$ cat src/rtl/sync_fifo_if.sv
`default_nettype none
// ============================================================================
// sync_fifo_if : request/response bundle between a FIFO user and sync_fifo
// Rev 1.0
// ============================================================================
interface sync_fifo_if #(
  parameter int DW    = 8,
  parameter int DEPTH = 8
);
  localparam int CW = $clog2(DEPTH + 1);

  logic          clear;
  logic          write;
  logic [DW-1:0] din;
  logic          read;
  logic [DW-1:0] dout;
  logic          full;
  logic          empty;
  logic          almost_full;
  logic          almost_empty;
  logic [CW-1:0] data_cnt;
  logic          overflow;
  logic          underflow;

  modport master (
    output clear, write, din, read,
    input  dout, full, empty, almost_full, almost_empty, data_cnt, overflow, underflow
  );

  modport slave (
    input  clear, write, din, read,
    output dout, full, empty, almost_full, almost_empty, data_cnt, overflow, underflow
  );
endinterface
`default_nettype wire

$ cat src/rtl/sync_fifo.sv
`default_nettype none
// ============================================================================
// sync_fifo : single-clock FIFO, any DEPTH >= 2, registered or FWFT read data
// Rev 1.0
// ============================================================================
module sync_fifo #(
  parameter int DW     = 8,
  parameter int DEPTH  = 8,
  parameter int FWFT   = 0,
  parameter int AF_THR = DEPTH - 1,
  parameter int AE_THR = 1
) (
  input  wire        clk,
  input  wire        rst_n,
  sync_fifo_if.slave bus
);
  localparam int PW = $clog2(DEPTH);
  localparam int CW = $clog2(DEPTH + 1);
  localparam logic [CW-1:0] c_depth = CW'(DEPTH);
  localparam logic [CW-1:0] c_af    = CW'(AF_THR);
  localparam logic [CW-1:0] c_ae    = CW'(AE_THR);
  localparam logic [PW-1:0] c_last  = PW'(DEPTH - 1);

  generate
    if (DEPTH < 2) begin : g_bad_depth
      $error("sync_fifo: DEPTH must be >= 2");
    end
    if (AF_THR < 1 || AF_THR > DEPTH) begin : g_bad_af
      $error("sync_fifo: AF_THR must be within 1..DEPTH");
    end
    if (AE_THR < 0 || AE_THR > DEPTH - 1) begin : g_bad_ae
      $error("sync_fifo: AE_THR must be within 0..DEPTH-1");
    end
  endgenerate

  logic [DW-1:0] mem_q [DEPTH];
  logic [PW-1:0] wr_ptr_q, wr_ptr_d;
  logic [PW-1:0] rd_ptr_q, rd_ptr_d;
  logic [CW-1:0] cnt_q, cnt_d;
  logic          ovf_q, ovf_d;
  logic          unf_q, unf_d;
  logic          full, empty, rd_acc, wr_acc;

  assign full   = (cnt_q == c_depth);
  assign empty  = (cnt_q == '0);
  assign rd_acc = bus.read & ~empty;
  // A read on the same edge frees the slot, so a write while full still lands.
  assign wr_acc = bus.write & (~full | rd_acc);

  function automatic logic [PW-1:0] inc_ptr(input logic [PW-1:0] p);
    return (p == c_last) ? '0 : p + 1'b1;
  endfunction

  always_comb begin
    wr_ptr_d = wr_ptr_q;
    rd_ptr_d = rd_ptr_q;
    cnt_d    = cnt_q;
    ovf_d    = ovf_q;
    unf_d    = unf_q;
    if (bus.clear) begin
      wr_ptr_d = '0;
      rd_ptr_d = '0;
      cnt_d    = '0;
      ovf_d    = 1'b0;
      unf_d    = 1'b0;
    end else begin
      if (wr_acc) wr_ptr_d = inc_ptr(wr_ptr_q);
      if (rd_acc) rd_ptr_d = inc_ptr(rd_ptr_q);
      case ({wr_acc, rd_acc})
        2'b10:   cnt_d = cnt_q + 1'b1;
        2'b01:   cnt_d = cnt_q - 1'b1;
        default: cnt_d = cnt_q;
      endcase
      if (bus.write & ~wr_acc) ovf_d = 1'b1;
      if (bus.read & empty)    unf_d = 1'b1;
    end
  end

  always_ff @(posedge clk or negedge rst_n) begin
    if (!rst_n) begin
      wr_ptr_q <= '0;
      rd_ptr_q <= '0;
      cnt_q    <= '0;
      ovf_q    <= 1'b0;
      unf_q    <= 1'b0;
    end else begin
      wr_ptr_q <= wr_ptr_d;
      rd_ptr_q <= rd_ptr_d;
      cnt_q    <= cnt_d;
      ovf_q    <= ovf_d;
      unf_q    <= unf_d;
    end
  end

  always_ff @(posedge clk) begin
    if (wr_acc && !bus.clear) mem_q[wr_ptr_q] <= bus.din;
  end

  generate
    if (FWFT != 0) begin : g_fwft
      assign bus.dout = empty ? '0 : mem_q[rd_ptr_q];
    end else begin : g_std
      logic [DW-1:0] dout_q, dout_d;

      always_comb begin
        dout_d = dout_q;
        if (bus.clear)   dout_d = '0;
        else if (rd_acc) dout_d = mem_q[rd_ptr_q];
      end

      always_ff @(posedge clk or negedge rst_n) begin
        if (!rst_n) dout_q <= '0;
        else        dout_q <= dout_d;
      end

      assign bus.dout = dout_q;
    end
  endgenerate

  assign bus.full         = full;
  assign bus.empty        = empty;
  assign bus.almost_full  = (cnt_q >= c_af);
  assign bus.almost_empty = (cnt_q <= c_ae);
  assign bus.data_cnt     = cnt_q;
  assign bus.overflow     = ovf_q;
  assign bus.underflow    = unf_q;
endmodule
`default_nettype wire

$ cat src/flat_wrapper.sv
// flat-port wrapper written by rule: the top's interface ports become plain ports
module sync_fifo_flat 
#(
  parameter int DW     = 8,
  parameter int DEPTH  = 8,
  parameter int FWFT   = 0,
  parameter int AF_THR = DEPTH - 1,
  parameter int AE_THR = 1
)
  (clk, rst_n, bus_clear, bus_write, bus_din, bus_read, bus_dout, bus_full, bus_empty, bus_almost_full, bus_almost_empty, bus_data_cnt, bus_overflow, bus_underflow);
  sync_fifo_if #(.DW(DW), .DEPTH(DEPTH)) bus_i ();
  input  wire clk;
  input  wire rst_n;
  input wire logic [$bits(bus_i.clear)-1:0] bus_clear;
  input wire logic [$bits(bus_i.write)-1:0] bus_write;
  input wire logic [$bits(bus_i.din)-1:0] bus_din;
  input wire logic [$bits(bus_i.read)-1:0] bus_read;
  output wire logic [$bits(bus_i.dout)-1:0] bus_dout;
  output wire logic [$bits(bus_i.full)-1:0] bus_full;
  output wire logic [$bits(bus_i.empty)-1:0] bus_empty;
  output wire logic [$bits(bus_i.almost_full)-1:0] bus_almost_full;
  output wire logic [$bits(bus_i.almost_empty)-1:0] bus_almost_empty;
  output wire logic [$bits(bus_i.data_cnt)-1:0] bus_data_cnt;
  output wire logic [$bits(bus_i.overflow)-1:0] bus_overflow;
  output wire logic [$bits(bus_i.underflow)-1:0] bus_underflow;
  assign bus_i.clear = bus_clear;
  assign bus_i.write = bus_write;
  assign bus_i.din = bus_din;
  assign bus_i.read = bus_read;
  assign bus_dout = bus_i.dout;
  assign bus_full = bus_i.full;
  assign bus_empty = bus_i.empty;
  assign bus_almost_full = bus_i.almost_full;
  assign bus_almost_empty = bus_i.almost_empty;
  assign bus_data_cnt = bus_i.data_cnt;
  assign bus_overflow = bus_i.overflow;
  assign bus_underflow = bus_i.underflow;
  sync_fifo #(.DW(DW), .DEPTH(DEPTH), .FWFT(FWFT), .AF_THR(AF_THR), .AE_THR(AE_THR)) u_core (.clk(clk), .rst_n(rst_n), .bus(bus_i));
endmodule
$ cat config.mk
export PLATFORM = sky130hd
export DESIGN_NAME = sync_fifo_flat
export DESIGN_NICKNAME = d
export VERILOG_FILES = /design/src/rtl/sync_fifo_if.sv /design/src/rtl/sync_fifo.sv /design/src/flat_wrapper.sv
export SDC_FILE = /design/constraint.sdc
export NUM_CORES = 1
export LEC_CHECK = 0
export ABC_AREA = 1
export BUFFER_PORTS_ARGS = -buffer_cell sky130_fd_sc_hd__clkbuf_2
export CAP_MARGIN = 20
export CORE_MARGIN = 2
export CORE_UTILIZATION = 45
export DETAILED_ROUTE_END_ITERATION = 7
export PLACE_DENSITY = 0.75
export SLEW_MARGIN = 25
export SYNTH_ARGS = -nofsm -noshare
export SYNTH_HDL_FRONTEND = slang
export SYNTH_SLANG_ARGS = --single-unit
$ cat constraint.sdc
create_clock -name clk -period 3.2 [get_ports clk]
set_clock_uncertainty 0.05 [all_clocks]
set_input_delay 0.64 -clock clk [delete_from_list [all_inputs] [get_ports clk]]
set_output_delay 0.64 -clock clk [all_outputs]
set_load 0.005 [all_outputs]
==> results of run 1 <==
==> flip-flops by register name, summed over array words and instances, names as in the netlist <==
register              cells
u_core.rd_ptr_q           3
u_core.mem_q             64
u_core.bus.dout           8
u_core.bus.overflow       1
u_core.wr_ptr_q           3
u_core.bus.underflow      1
u_core.bus.data_cnt       4
==> layout make-up <==
| type | count | area share (%) |
|---|---|---|
| timing repair buffer | 31 | 3.906 |
| clock buffer | 10 | 3.410 |
| multi-input combinational | 209 | 26.72 |
| clock inverter | 6 | 1.209 |
| tap | 102 | 3.162 |
| sequential | 84 | 60.01 |
| inverter | 17 | 1.581 |
==> per-stage QoR <==
stage,area [um^2],hold slack [ps],instances,utilization (%)
3_3_place_gp,3850,414.7,443,49.57
2_1_floorplan,3627,294.4,322,-
5_1_grt,4036,250.4,459,51.97
4_1_cts,4036,236.1,459,51.97
6_report,4036,218.5,459,51.97
3_5_place_dp,3850,418.0,443,49.57
==> placed cells by master (no fill, tap or decap) <==
cell,count
buf_4,1
clkbuf_2,30
clkbuf_8,10
clkinv_1,1
clkinv_2,1
clkinv_4,2
clkinvlp_4,2
dfrtp_1,20
edfxtp_1,64
ha_1,8
inv_1,12
inv_2,4
inv_8,1
nand2_1,45
nand2_2,3
nand2_4,3
nand3_1,17
nand3_2,1
nand3b_1,1
nand4_1,1
nor2_1,64
nor2_2,3
nor2_4,1
nor2_8,1
o211ai_1,16
o21a_1,3
o21ai_0,35
o21ai_1,5
o22ai_1,1
xor2_1,1
==> logic make-up after synthesis <==
logic type	share of synthesized area [%]
and+or+nand+nor	17.11
DFF	66.78
AOI/OAI and AO/OA	9.624
buffers and inverters	3.483
adders and majority gates	2.760
xor gates and xnor gates	0.2415
==> worst max-delay path by stage <==
stage / from / endpoint / slack [ps] / cells after the start
floorplan: u_core.bus.data_cnt[0] / u_core.mem_q[1][0] / 1100 / 9
global placement: u_core.bus.data_cnt[0] / u_core.mem_q[3][1] / 810 / 9
detailed placement: u_core.bus.data_cnt[0] / u_core.mem_q[3][2] / 710 / 9
CTS: u_core.bus.data_cnt[0] / u_core.mem_q[3][7] / 700 / 9
global route: u_core.bus.data_cnt[0] / u_core.mem_q[3][1] / 510 / 9
finish: u_core.bus.data_cnt[0] / u_core.mem_q[3][7] / 700 / 9
==> critical path, delay by kind of cell, from the launching register on <==
family / cells / cell delay (ps)
buffers and inverters: 1 / 130
adders and majority gates: 1 / 240
and+or+nand+nor: 7 / 1260
DFF: 1 / 450
==> per-layer routing <==
metal  vias to the layer above  track usage, %  share of wire, %
li1                       1172               -                 -
met1                      1182           25.95                45
met2                        69           31.25                48
met3                        10           4.254               5.4
met4                         0           5.918               1.2
met5                         -               0                 0
==> power breakdown <==
| part | switching [mW] | internal, mW |
|---|---|---|
| clock network | 0.389 | 0.310 |
| registers | 0.0965 | 1.25 |
| logic | 0.475 | 0.255 |
==> run metrics, run 1 <==
Ys Warns 0; initial antenna violation count 0; Placer Congestion 0.8603; std cell rows 32; Net Count, Synth 343; Port Buffers 30; TritonCTS clock tree yes; initial drt markers around 210; status completed; Seq/Total Area, Yosys between 60% and 70%; Finish-stage setup viols 0; Mapped Avg Cell Area 11.26 um^2; Nets 373; HPWL after DPL 5.222 mm; r2r startpoint u_core.bus.data_cnt[0]; Bufs on Longest Clock Path 2; Post-synth EDFFs 64; clock root buffer clkbuf_8; Setup TNS Final 0 ps; largest net degree at the start of global routing 35; largest area contributor in the netlist edfxtp_1; H-tree Lvls 3; routed len/inst between 15 and 20 um; prevailing post-synth register cell edfxtp_1; critical path endpoint category flop; die height 93.78 um; WS Path Type reg -> reg; Async S/R FF share, synth 23.81%; total power 2.779 mW; share of the synthesized area in the top cell type 52.98%; fill count 693; dominant cells by area after synthesis edfxtp_1 53%, dfrtp_1 14%, nor2_1 6.6%, o21ai_0 4.8%, nand2_1 4.7%; first-pass GRT wire length 12.28 mm; Netlist cell types 28; FF-to-FF End u_core.mem_q[3][7]; Multi-input gate area 1079 um^2; maximum VDD drop around 350 uV; Area growth syn-to-layout 11.28%; final WL 7.836 mm; RSZ-0062 raised after global routing no; Setup Fix Bufs, Post-CTS 0; DR DRC count 0; Leak 1.602 nW; total congestion overflow 0; CP Data Required Time 3140 ps; Worst path max stage delay between 500 and 600 ps; # diodes 0; reg-to-reg slack, setup 700 ps; Clock Latency Late Sink between 300 and 400 ps; I/O pin total 31; fin crit share 78.02%; cts repair resizes 0; setup ws final about 700 ps; DR pass1 iterations 5; Max-Cap Viols 0; Worst Path Arrival 2440 ps; Least-Margin Pin Slew around 1000 ps; Worst Hold Class in -> async; die outline width 93.78 um; Hold Fails Final Rpt 0; Mapped Area 3627 um^2; Placeable Area approximately 7800 um^2; number of global-route vias before repair 2340; drt via density roughly 5.3; crit path time final 2497 ps; GRT Resource Usage Total 19.22%; CP max-delay cell nor2_1; top cells by count, synth 64 x edfxtp_1, 64 x nor2_1, 45 x nand2_1; clock sink count 84; layout cell share with drive strength beyond 1 17.65%; worst path cell trace inv_1, ha_1, nand2_1, nor2_2, nand2_2, nand2_4, nor2_2, nand2_1, nor2_1; routed via count 2433; FMAX 0.4006 GHz; Cells after Synth approximately 320; Die Area between 8000 and 9000 um^2; Post-DRT Antenna Nets 0; Pins Over Slew Limit 0; Reg2Reg Depth 9; Post-CTS Hold Fix Bufs 0; Yosys reg bits 84; CP Max Fanout 8; Initial Util 46.70%; CP Launch Type flop; Pwr Density around 700 nW/um^2; max_slew headroom 30.74%; register clock-pin slew on the reported worst setup and hold paths 90 ps; worst slack at placement about 700 ps; register area 2422 um^2; cts bufs inserted 9
Power figures use the tool's default switching activity.
==> run 2, diff against run 1 <==
ABC_AREA = 0   (was 1)
PLACE_DENSITY = 0.77   (was 0.75)
clock period = 2.1 ns   (was 3.2 ns; I/O delays follow)
==> run 2 against run 1 <==
Effect of this change: the flow now finishes with violations (negative hold slack); area after synthesis is 1.2% lower; via count is 15% lower; worst hold slack worse by 240 ps; critical path type unchanged; largest cell class unchanged; core utilization is 4.1 points higher; setup slack worse by 700 ps; sequential power is 45% higher; combinational power is 31% higher; synthesized cell count is 28% lower.
==> run metrics, run 2 <==
Leak 1.628 nW (+1.6%); routed via count 2068 (-15%); Mapped Area 3582 um^2 (-1.2%); Pins Over Slew Limit 0 (unchanged); Max-Cap Viols 0 (unchanged); max FFs per register 64 (unchanged); Placeable Area 7727 um^2 (-0.52%); layout cell share with drive strength beyond 1 39.58% (+22 points); Async S/R FF share, synth 23.81% (unchanged); final WL 6.884 mm (-12%); Nets 304 (-18%); status complete, but fails checks; WS Path Type reg -> reg; most common cell after layout, fill and taps aside edfxtp_1; worst hold margin -19.35 ps (-237.8 ps); Most flops, register u_core.mem_q; Worst Hold Class in -> async; maximum VDD drop 600.6 uV (+72%); total congestion overflow 0 (unchanged); Placer Congestion 0.8179 (-4.9%); TritonCTS clock tree yes; drt via density 5.303 (about the same); FMAX 0.4766 GHz (+19%); reg-to-reg slack, setup 2 ps (-700 ps); critical path endpoint category flop; Die Area 8690 um^2 (-1.2%); Hold Fails Final Rpt 20 (+20); HPWL after DPL 4.682 mm (-10%); GRT Resource Usage Total 17.20% (-2.0 points); Netlist cell types 40 (+43%); Area growth syn-to-layout 20.92%; die height 93.22 um (-0.60%); routed len/inst 17.65 um (+3.4%); register clock-pin slew on the reported worst setup and hold paths 80 ps (about the same); RSZ-0062 raised after global routing yes; # diodes 0 (unchanged); Net Count, Synth 252 (-27%); Finish-stage setup viols 0 (unchanged); prevailing post-synth register cell edfxtp_1; crit path time final 2098 ps (-398.5 ps); H-tree Lvls 3 (unchanged); largest net degree at the start of global routing 28 (-20%); DR pass1 iterations 4 (-1); Cells after Synth 231 (-28%); failing checks negative hold slack; xor-xnor portion of the synthesized cell area 0% (-0.24 points); Ys Warns 0 (unchanged); register area 2425 um^2 (+0.10%); largest family of logic cells by synthesized area multiplexers; CP Launch Type flop; Pwr Density 966.7 nW/um^2 (+40%); std cell rows 32 (unchanged); first-pass GRT wire length 10.96 mm (-11%); CP Data Required Time 2120 ps (-1020 ps); die outline width 93.22 um (-0.60%); largest area contributor in the netlist edfxtp_1; Clock Latency Late Sink 350 ps (about the same); r2r startpoint u_core.bus.data_cnt[1]; clock root buffer clkbuf_8; Multi-input gate area 1130 um^2 (+4.8%); dominant cells by area after synthesis edfxtp_1 54%, dfrtp_1 14%, mux2_2 5.0%, mux4_2 5.0%, ha_1 2.8%; FF-to-FF End u_core.mem_q[5][5]; fill count 592 (-15%); I/O pin total 31 (unchanged); clock sink count 84 (unchanged); Reg2Reg Depth 7 (-2); share of the synthesized area in the top cell type 53.65% (+0.67 points); Worst Path Arrival 2120 ps (-320 ps); Port Buffers 30 (unchanged); Post-DRT Antenna Nets 0 (unchanged); CP Max Fanout 8 (unchanged); mux share of post-synthesis cell area 10.97% (+11 points); Final Util 56.06% (+4.1 points); compound-gate portion of the synthesized area 6.462% (-3.2 points); number of global-route vias before repair 2065 (-12%); Yosys reg bits 84 (unchanged); initial drt markers 137 (-33%); commonest non-fill, non-tap cells in the layout 64 x edfxtp_1, 30 x clkbuf_2, 18 x dfrtp_1; Post-synth EDFFs 64 (unchanged); initial antenna violation count 0 (unchanged); Bufs on Longest Clock Path 2 (unchanged); top-count cell post-synth edfxtp_1; simple-gate share of the synthesized area 9.675% (-7.4 points); cts bufs inserted 9 (unchanged); top cells by count, synth 64 x edfxtp_1, 20 x dfrtp_1, 17 x nand2_1, 17 x nor2_1, 16 x mux2_2; fin crit share 99.91% (+22 points); Seq/Total Area, Yosys 67.62% (+0.84 points); total power 4.187 mW (+51%); Least-Margin Pin Slew 604.2 ps (-434.7 ps); adder-cell share of the synthesized area 2.794% (+0.035 points); DR DRC count 0 (unchanged); max_slew headroom 59.72% (+29 points); Mapped Avg Cell Area 15.51 um^2 (+38%); Initial Util 46.36% (-0.34 points)
## run 2: timing repair
item | 4_1_cts | 5_1_grt
resized for setup | 0 | 1
buffers inserted | 1 | 0
setup endpoints to repair | 8 | 35
hold buffers | 0 | 0
pin swaps | 1 | 0
## run 2: worst max-delay path: stages, from the launching register on
cell and delay (ps):
dfrtp_2 370, inv_2 50, ha_4 150, and3b_4 180, a21o_4 200, or3b_4 430, nor3b_4 230, buf_12 150
## run 2: layer usage
| metal | track usage, % | wire length (um) |
|---|---|---|
| met5 | 0 | 0 |
| met4 | 8.088 | 100 |
| met3 | 3.143 | 268 |
| met2 | 25.42 | 3205 |
| met1 | 24.78 | 3310 |
## run 2: worst max path at each step
stage,from,endpoint,slack [ps]
6_report,u_core.bus.data_cnt[1],u_core.mem_q[5][5],2
5_1_grt,u_core.bus.data_cnt[1],u_core.mem_q[5][1],-40
3_5_place_dp,u_core.bus.data_cnt[1],u_core.mem_q[5][4],-8
3_3_place_gp,u_core.bus.data_cnt[1],u_core.mem_q[5][4],30
2_1_floorplan,u_core.bus.data_cnt[0],u_core.mem_q[5][0],-120
4_1_cts,u_core.bus.data_cnt[1],u_core.mem_q[5][7],-3
## run 2: through the flow
| stage | setup WS (ps) | cell area, um^2 | setup TNS (ps) | cells |
|---|---|---|---|---|
| 5_1_grt | -44.42 | 4332 | -772.0 | 390 |
| 4_1_cts | -3.008 | 4328 | -12.12 | 390 |
| 3_3_place_gp | 26.39 | 4099 | 0 | 373 |
| 3_5_place_dp | -8.433 | 4099 | -65.38 | 373 |
| 2_1_floorplan | -118.1 | 3643 | -4107 | 231 |
| 6_report | 1.986 | 4332 | 0 | 390 |
## run 2: area by class of cell
cell class	count	share of cell area [%]
tap	102	2.946
timing repair buffer	54	9.445
sequential	84	55.98
clock buffer	9	2.860
clock inverter	7	2.253
inverter	5	0.4333
multi-input combinational	129	26.08
## run 2: logic make-up after synthesis
family / count (synthesis)
flops: 84
simple gates: 62
compound gates: 32
mux: 27
buf+inv: 18
fa+ha+maj: 8
## run 2: power by group
| part | internal, mW | total (mW) | switching, mW | leakage (nW) |
|---|---|---|---|---|
| Sequential | 1.88 | 1.96 | 0.0754 | 0.846 |
| Combinational | 0.488 | 0.956 | 0.468 | 0.674 |
| Clock | 0.676 | 1.27 | 0.595 | 0.108 |
==> run 3, diff against run 2 <==
clock period = 1.9 ns   (was 2.1 ns; I/O delays follow)
==> run 3 against run 2 <==
Effect of this change: the flow finishes with violations (negative setup slack); count of clock-buffer cells in the layout unchanged; combinational power up 35%; final cell count increased by 3.3%; core utilization is 2.2 points higher; die area unchanged; design area increased by 3.9%; worst hold slack better by 300 ps; global-route usage rose by 0.19 points; fmax shrank 1.3%; critical endpoint is now u_core.mem_q[5][1].
==> run metrics, run 3 (synthesis results as in run 2) <==
status complete, but fails checks; failing checks negative setup slack; WS Path Type reg -> reg; DR pass1 iterations 4 (unchanged); Reg2Reg Depth 7 (unchanged); TritonCTS clock tree yes; routed via count 2182 (+5.5%); initial antenna violation count 0 (unchanged); Worst path max stage delay 440 ps (about the same); drt via density 5.414 (+2.1%); Clk pwr share 26.1% (-4.3 points); CP Max Fanout 8 (unchanged); DR DRC count 0 (unchanged); WHS Endpoint u_core.mem_q[2][0]; critical path endpoint category flop; # diodes 0 (unchanged); Clock Latency Late Sink 360 ps (about the same); Area growth syn-to-layout 25.67%; max_slew headroom 63.17% (+3.4 points); Final Non-Filler Cells 403 (+3.3%); Max-Cap Viols 0 (unchanged); fill count 572 (-3.4%); sw power 1.366 mW (+20%); r2r startpoint u_core.bus.data_cnt[0]; Placeable Area 7727 um^2 (unchanged); max FFs per register 64 (unchanged); std cell rows 32 (unchanged); FMAX 0.4703 GHz (-1.3%); cts bufs inserted 9 (unchanged); Die Area 8690 um^2 (unchanged); initial drt markers 164 (+20%); register clock-pin slew on the reported worst setup and hold paths 90 ps (about the same); HPWL after DPL 4.635 mm (-1.0%); I/O pin total 31 (unchanged); largest net degree at the start of global routing 28 (unchanged); most common cell after layout, fill and taps aside edfxtp_1; total congestion overflow 0 (unchanged); Initial Util 46.36% (unchanged); Hold Fails Final Rpt 0 (-100%); GRT Resource Usage Total 17.39% (+0.19 points); Pwr Density 1029 nW/um^2 (+6.4%); Most flops, register u_core.mem_q; Design Area, Final 4502 um^2 (+3.9%); Worst Hold Class in -> reg; worst path cell trace inv_2, ha_4, and3b_4, a21o_4, or3b_4, nor3b_4, buf_12; Pins Over Slew Limit 0 (unchanged); Bufs on Longest Clock Path 2 (unchanged); reg-to-reg slack, setup -230 ps (-230 ps); maximum VDD drop 513.6 uV (-14%); Post-DP Area 4169 um^2 (+1.7%); buffers plus inverters on the worst setup path 2 (unchanged); die outline width 93.22 um (unchanged); layout cell share with drive strength beyond 1 44.52% (+4.9 points); Hold Crit Depth 1; final WL 7.073 mm (+2.7%); number of global-route vias before repair 2107 (+2.0%); Placer Congestion 0.7883 (-3.6%); Switching Fraction 29.50% (+2.3 points); internal power consumption 3.264 mW (+7.1%); worst slack at placement -213.3 ps (-204.9 ps); Port Buffers 30 (unchanged); Nets 317 (+4.3%); Least-Margin Pin Slew 552.5 ps (-51.68 ps); crit path time final 2126 ps (+28.48 ps); routed len/inst 17.55 um (-0.57%); Finish-stage setup viols 66 (+66); clock root buffer clkbuf_8; setup ws final -226.5 ps (-228.5 ps); Cell Count Post-Placement 379 (+1.6%); Worst Path Arrival 2150 ps (+30 ps); CP max-delay cell or3b_4; Reg power frac 46.1% (-0.7 points); fin crit share 111.9% (+12 points); Setup TNS Final -10760 ps (-10760 ps); RSZ-0062 raised after global routing yes; hold_sp bus_din[0]; die height 93.22 um (unchanged); first-pass GRT wire length 10.94 mm (-0.13%); cell family with most CP delay simple AND/OR/NAND/NOR gates; clock sink count 84 (unchanged); FF-to-FF End u_core.mem_q[5][1]; commonest non-fill, non-tap cells in the layout 64 x edfxtp_1, 29 x clkbuf_2, 23 x buf_4; Comb pwr share 27.8% (+5.0 points); CP Launch Type flop; Post-DRT Antenna Nets 0 (unchanged); H-tree Lvls 3 (unchanged); Leak 1.691 nW (+3.9%); CP Data Required Time 1930 ps (-190 ps)
## run 3: cell count changes in the layout (fill, tap and decap cells not counted), sizes merged
cell and delta:
buf +13, bufinv -2, clkbuf -1, clkinv -1, clkinvlp +1, dlygate4sd3 +1
inv +2
## run 3: per-layer routing
metal  global-route usage (%)  vias up  wire (um)  share of wire [%]
met3                    5.963        8        473                6.7
met4                    7.721        0         94                1.3
met2                    26.14       75       3374                 48
met5                        0        -          0                  0
li1                         -     1006          -                  -
met1                    22.97     1093       3130                 44
## run 3: through the flow
| stage | utilization, % | power, mW | hold WS, ps |
|---|---|---|---|
| after floorplan | - | 2.874 | 34.41 |
| after global placement | 53.95 | 3.262 | 333.2 |
| after detailed placement | 53.95 | 3.290 | 334.9 |
| after CTS | 57.09 | 4.546 | 260.0 |
| after global routing | 58.26 | 4.853 | 266.1 |
| final | 58.26 | 4.630 | 277.5 |
## run 3: power groups by stage
stage               logic, mW  registers (mW)  clock network (mW)
floorplan               0.672            2.20                   0
global placement         1.09            2.17                   0
detailed placement       1.11            2.18                   0
CTS                      1.18            2.14                1.23
global route             1.41            2.15                1.30
finish                   1.29            2.14                1.21
## run 3: area by class of cell
class | count | area [um^2] | area share, %
sequential | 84 | 2425 | 53.86
multi-input combinational | 129 | 1191 | 26.46
timing repair buffer | 67 | 549.3 | 12.20
tap | 102 | 127.6 | 2.835
clock buffer | 9 | 123.9 | 2.752
clock inverter | 7 | 66.31 | 1.473
inverter | 5 | 18.77 | 0.4169
## run 3: worst max path at each step
stage                    endpoint  depth (start not counted)                   start  slack (ps)
2_1_floorplan  u_core.mem_q[5][0]                          6  u_core.bus.data_cnt[0]        -320
3_3_place_gp   u_core.mem_q[5][1]                          7  u_core.bus.data_cnt[1]        -170
3_5_place_dp   u_core.mem_q[5][4]                          7  u_core.bus.data_cnt[0]        -210
4_1_cts        u_core.mem_q[5][2]                          7  u_core.bus.data_cnt[1]        -220
5_1_grt        u_core.mem_q[5][1]                          7  u_core.bus.data_cnt[0]        -270
6_report       u_core.mem_q[5][1]                          7  u_core.bus.data_cnt[0]        -230
## run 3: worst register-to-register path: stages (launching register included)
cell and delay [ps]:
dfrtp_2 370, inv_2 50, ha_4 160, and3b_4 170, a21o_4 210, or3b_4 440
nor3b_4 240, buf_12 150
## run 3: timing repair
action,4_1_cts,5_1_grt
gates resized for setup,4,14
endpoints found under the setup margin,66,72
setup buffers,3,5
hold buffers,1,0
endpoints found under the hold margin,20,0
pin swaps,5,7
